**config.mk**
```make
export PLATFORM = sky130hd
export DESIGN_NAME = data_mem_ctrl
export DESIGN_NICKNAME = d
export VERILOG_FILES = /design/src/rtl/mem_pkg.sv /design/src/rtl/mem_array.sv /design/src/rtl/data_mem_ctrl.sv
export SDC_FILE = /design/constraint.sdc
export NUM_CORES = 2
export LEC_CHECK = 0
export CORE_MARGIN = 10
export CORE_UTILIZATION = 50
export CTS_CLUSTER_SIZE = 30
export DETAILED_ROUTE_END_ITERATION = 10
export MAX_ROUTING_LAYER = met4
export PLACE_DENSITY = 0.65
export RECOVER_POWER = 100
export SLEW_MARGIN = 10
export SYNTH_ARGS = -nofsm -noshare
export SYNTH_HDL_FRONTEND = slang
export SYNTH_SLANG_ARGS = --single-unit
```
**constraint.sdc**
```tcl
create_clock -name CLK -period 7.92 [get_ports CLK]
set_input_delay 1.584 -clock CLK [delete_from_list [all_inputs] [get_ports CLK]]
set_output_delay 1.584 -clock CLK [all_outputs]
set_load 0.02 [all_outputs]
```
**src/rtl/mem_pkg.sv**
```systemverilog
// rtl/mem_pkg.sv - shared types, default widths and parity helper for data_mem_ctrl
package mem_pkg;

    typedef enum logic {
        CLEAR = 1'b0,
        IDLE  = 1'b1
    } state_t;

    localparam int DEF_DATA_W = 8;
    localparam int DEF_ADDR_W = 8;

    // Even parity: the stored bit makes the total count of ones even.
    function automatic logic even_parity(input logic [63:0] d);
        return ^d;
    endfunction

endpackage

```
**src/rtl/mem_array.sv**
```systemverilog
// rtl/mem_array.sv - DEPTH x WIDTH storage, one sync write port, one registered read port with write-first bypass
module mem_array #(
    parameter int WIDTH  = 8,
    parameter int ADDR_W = 8,
    parameter int DEPTH  = 256
) (
    input  logic              clk,
    input  logic              rst,
    input  logic              we,
    input  logic [ADDR_W-1:0] waddr,
    input  logic [WIDTH-1:0]  wdata,
    input  logic              re,
    input  logic [ADDR_W-1:0] raddr,
    output logic [WIDTH-1:0]  rdata
);

    logic [WIDTH-1:0] mem [DEPTH];

    always_ff @(posedge clk) begin
        if (we) begin
            mem[waddr] <= wdata;
        end
    end

    // rdata only moves on a read, so it holds between reads.
    always_ff @(posedge clk) begin
        if (rst) begin
            rdata <= '0;
        end else if (re) begin
            rdata <= (we && (waddr == raddr)) ? wdata : mem[raddr];
        end
    end

endmodule

```
**src/rtl/data_mem_ctrl.sv**
```systemverilog
// rtl/data_mem_ctrl.sv - data memory controller with post-reset clear; optional parity via DATA_MEM_PARITY_EN
import mem_pkg::*;

module data_mem_ctrl #(
    parameter int                DATA_W    = DEF_DATA_W,
    parameter int                ADDR_W    = DEF_ADDR_W,
    parameter int                DEPTH     = 2 ** ADDR_W,
    parameter logic [DATA_W-1:0] CLEAR_VAL = '0
) (
    input  logic              CLK,
    input  logic              Reset,
    input  logic              MemRead,
    input  logic              MemWrite,
    input  logic [ADDR_W-1:0] Address,
    input  logic [DATA_W-1:0] DataSrc,
`ifdef DATA_MEM_PARITY_EN
    input  logic              ParityInject,
`endif
    output logic              Ready,
    output logic              RdValid,
    output logic [DATA_W-1:0] DataMemOut,
    output logic              AddrErr,
    output logic              ParityErr
);

`ifdef DATA_MEM_PARITY_EN
    localparam int MEM_W = DATA_W + 1;
    localparam logic [MEM_W-1:0] CLEAR_WORD = {even_parity(64'(CLEAR_VAL)), CLEAR_VAL};
`else
    localparam int MEM_W = DATA_W;
    localparam logic [MEM_W-1:0] CLEAR_WORD = CLEAR_VAL;
`endif

    localparam logic [ADDR_W-1:0] LAST_ADDR = ADDR_W'(DEPTH - 1);
    localparam logic [ADDR_W:0]   DEPTH_X   = (ADDR_W + 1)'(DEPTH);

    state_t            state;
    state_t            state_nxt;
    logic [ADDR_W-1:0] clr_cnt;
    logic              clr_last;
    logic              in_range;
    logic              acc_rd;
    logic              acc_wr;
    logic              oor_q;
    logic              arr_we;
    logic [ADDR_W-1:0] arr_waddr;
    logic [MEM_W-1:0]  arr_wdata;
    logic [MEM_W-1:0]  wr_word;
    logic [MEM_W-1:0]  rdata;

    assign clr_last = (clr_cnt == LAST_ADDR);
    assign in_range = ({1'b0, Address} < DEPTH_X);
    assign acc_rd   = Ready && !Reset && MemRead;
    assign acc_wr   = Ready && !Reset && MemWrite;

`ifdef DATA_MEM_PARITY_EN
    assign wr_word = {even_parity(64'(DataSrc)) ^ ParityInject, DataSrc};
`else
    assign wr_word = DataSrc;
`endif

    always_ff @(posedge CLK) begin
        if (Reset) begin
            state <= CLEAR;
        end else begin
            state <= state_nxt;
        end
    end

    always_comb begin
        state_nxt = state;
        if (state == CLEAR && clr_last) begin
            state_nxt = IDLE;
        end
    end

    always_comb begin
        Ready = (state == IDLE);
    end

    always_ff @(posedge CLK) begin
        if (Reset) begin
            clr_cnt <= '0;
        end else if (state == CLEAR && !clr_last) begin
            clr_cnt <= clr_cnt + 1'b1;
        end
    end

    // The clear sweep owns the write port; requests cannot be accepted then.
    always_comb begin
        arr_we    = 1'b0;
        arr_waddr = Address;
        arr_wdata = wr_word;
        if (!Reset) begin
            if (state == CLEAR) begin
                arr_we    = 1'b1;
                arr_waddr = clr_cnt;
                arr_wdata = CLEAR_WORD;
            end else if (acc_wr && in_range) begin
                arr_we = 1'b1;
            end
        end
    end

    mem_array #(
        .WIDTH  (MEM_W),
        .ADDR_W (ADDR_W),
        .DEPTH  (DEPTH)
    ) u_mem_array (
        .clk   (CLK),
        .rst   (Reset),
        .we    (arr_we),
        .waddr (arr_waddr),
        .wdata (arr_wdata),
        .re    (acc_rd && in_range),
        .raddr (Address),
        .rdata (rdata)
    );

    always_ff @(posedge CLK) begin
        if (Reset) begin
            RdValid <= 1'b0;
            AddrErr <= 1'b0;
            oor_q   <= 1'b0;
        end else begin
            RdValid <= acc_rd;
            AddrErr <= (acc_rd || acc_wr) && !in_range;
            if (acc_rd) begin
                oor_q <= !in_range;
            end
        end
    end

    assign DataMemOut = oor_q ? '0 : rdata[DATA_W-1:0];

`ifdef DATA_MEM_PARITY_EN
    assign ParityErr = RdValid && !oor_q &&
                       (even_parity(64'(rdata[DATA_W-1:0])) != rdata[DATA_W]);
`else
    assign ParityErr = 1'b0;
`endif

endmodule

```
==> run metrics <==
total of warnings raised by yosys 0; Final period util 79.2%; status finished, violations left; multi-input logic area 17700 um2; Chip Width 422 um; fin crit period 6280 ps; skew final 26.4 ps; worst slew pin tran 3950 ps; Post-synth EDFFs 2048; Nets 3973; Mapped Area 81000 um2; Crit Path Category in2reg; grt ovf 0; Setup-failing EPs final 0; FF+latch area 61900 um2; worst skew pair latency 820 ps; Max Clock Freq 0.159 GHz; total track usage 24.4%; RSZ-0062 raised after global routing false; initial drt markers 5709; Initial Util 50.4%; Fill cells 12000; Worst Setup Start Kind input pin; DRC Markers 0; clock-pin slew on the worst setup and hold paths 70 ps; Worst Path Required 8680 ps; die area 178000 um2; PD cells 252 nW/um2; met3 usage 5.31%; routing usage on met1 33.6%; WL final 213 mm; H-tree depth 4; Post-Layout Cell Count 6279; CTS Buffer Depth 3; Post-Syn Instances 3870; HP Class reg2reg; hold_buf cts 0; leakage power 0.0278 uW; Top Usage Layer GRT met2; synthesized flop and latch total 2066; first-pass detailed-route iteration total 7; first-pass GRT wire length 304 mm; gp weighted congestion 0.953; die extent in y 422 um; Arrival @ worst endpoint 7040 ps; CTS tree done; Max-Cap Viols 13; post-CTS setup buffer count 0; Num CTS Buffers 200; Distinct cells, synth 72; met2 Use GR 35.9%; Synth Area per Inst 20.9 um2; Placed Instances 5910; Resize count post-CTS 0; Sink Count 2066; Synth Flop Type edfxtp_1; failing checks capacitance limit, slew limit; DR vias/cell 6.45; Post-DRT Antenna Nets 0; drt wl/cell 34.0 um; dpl hpwl 131 mm; Crit Path Max Fanout 42; Fin. Hold Viols 0; Async S/R FF share, synth 0%; Core Util, Final 55.9%; max-slew violations 710; setup total negative slack 0 ps; largest net degree at the start of global routing 198; IO buf count 29; P&R area growth vs syn 11.0%; CP endpoint kind flip-flop; Slew Limit Headroom -164%; commonest non-fill, non-tap cells in the layout edfxtp_1 (2048), mux4_2 (513), nor2_1 (302); layout cells sized above 1 21.6%; # IOs 32; commonest non-fill, non-tap cell in the layout edfxtp_1; Root Buffer clkbuf_16; initial antenna violation count 5; vias post-DR 40500; maximum VDD drop 0.244 mV; sequential fraction of the synthesis area 76.4%; Rows 147; core area 161000 um2; vias in the first global route 39800
[per-layer routing]
metal | wire, um | vias to the layer above
li1 | - | 16300
met1 | 83900 | 21600
met2 | 99100 | 2248
met3 | 20800 | 407
met4 | 9510 | 0
met5 | 0 | -
[through the flow]
stage	setup WS, ps	hold slack, ps	power [uW]	instance area (um2)
6_report	1640	556	22700	89800
5_1_grt	1500	558	23200	89800
4_1_cts	2510	568	22700	89900
3_5_place_dp	1760	557	13400	83500
3_3_place_gp	1910	559	13400	83500
2_1_floorplan	1750	558	13000	81000
[cells in the mapped netlist (10+ instances only)]
| master | instances | area (um2) |
|---|---|---|
| a2111oi_0 | 11 | 96.3 |
| a211oi_1 | 14 | 105 |
| a21oi_1 | 35 | 175 |
| a22oi_1 | 23 | 173 |
| a31oi_1 | 11 | 68.8 |
| and2_1 | 20 | 125 |
| buf_1 | 13 | 48.8 |
| buf_2 | 57 | 285 |
| buf_4 | 27 | 203 |
| buf_6 | 37 | 417 |
| clkbuf_1 | 97 | 364 |
| dfxtp_1 | 18 | 360 |
| edfxtp_1 | 2048 | 61500 |
| mux2_2 | 13 | 146 |
| mux2i_1 | 123 | 1230 |
| mux4_2 | 513 | 11600 |
| nand2_1 | 143 | 537 |
| nand2b_1 | 13 | 81.3 |
| nand3_1 | 43 | 215 |
| nand3b_1 | 10 | 75.1 |
| nand4_1 | 19 | 119 |
| nor2_1 | 302 | 1130 |
| nor2b_1 | 25 | 156 |
| nor3_1 | 15 | 75.1 |
| o21ai_0 | 41 | 205 |
| o221ai_1 | 15 | 131 |
| o22ai_1 | 45 | 282 |
[final timing paths]
check | startpoint | endpoint | slack (ps) | cells after the start
setup / recovery | Address[3] | u_mem_array.rdata[7]$_SDFFE_PP0P_ | 1640 | 10
hold / removal | u_mem_array.rdata[4]$_SDFFE_PP0P_ | u_mem_array.rdata[4]$_SDFFE_PP0P_ | 560 | 1
setup reg to reg | Ready$_SDFFE_PP0P_ | u_mem_array.mem[176][5]$_DFFE_PP_ | 2800 | 3
hold reg to reg | u_mem_array.rdata[4]$_SDFFE_PP0P_ | u_mem_array.rdata[4]$_SDFFE_PP0P_ | 560 | 1
[power breakdown]
group	internal (uW)	switching (uW)	total (uW)
clock network	5390	4090	9480
logic	368	784	1150
registers	12000	7.50	12000
[kinds of logic (layout without fill, tap and decap cells)]
family / count (synthesis) / after routing / synth area share, %
xor+xnor: 15 / 15 / 0.162
fa+ha+maj: 1 / 1 / 0.0155
simple gates: 623 / 623 / 3.39
buf+inv: 243 / 487 / 1.72
compound gates: 272 / 272 / 2.32
mux: 649 / 649 / 16.0
flops: 2066 / 2066 / 76.4
other cells: 1 / 6 / 0.00463
[worst max-delay path, stage by stage]
cell	delay [ps]
buf_4	570
clkinvlp_2	1560
clkbuf_1	940
nand3_1	480
buf_4	270
nor4_1	80
nor4_1	490
o21ai_0	180
a2111oi_0	580
a221o_1	210
[cell type report]
class,instances,share of cell area (%)
Antenna cell,4,0.0111
Timing Repair Buffer,112,1.13
Inverter,10,0.0585
Multi-Input combinational cell,1562,19.7
Clock inverter,124,1.43
Sequential cell,2066,68.9
Clock buffer,241,5.77
Tap cell,2160,3.01
[flip-flops by register name (all words and copies together), names as in the netlist]
signal             flops
u_mem_array.mem     2048
clr_cnt                8
u_mem_array.rdata      8
RdValid                1
Ready                  1
Power figures use the tool's default switching activity.
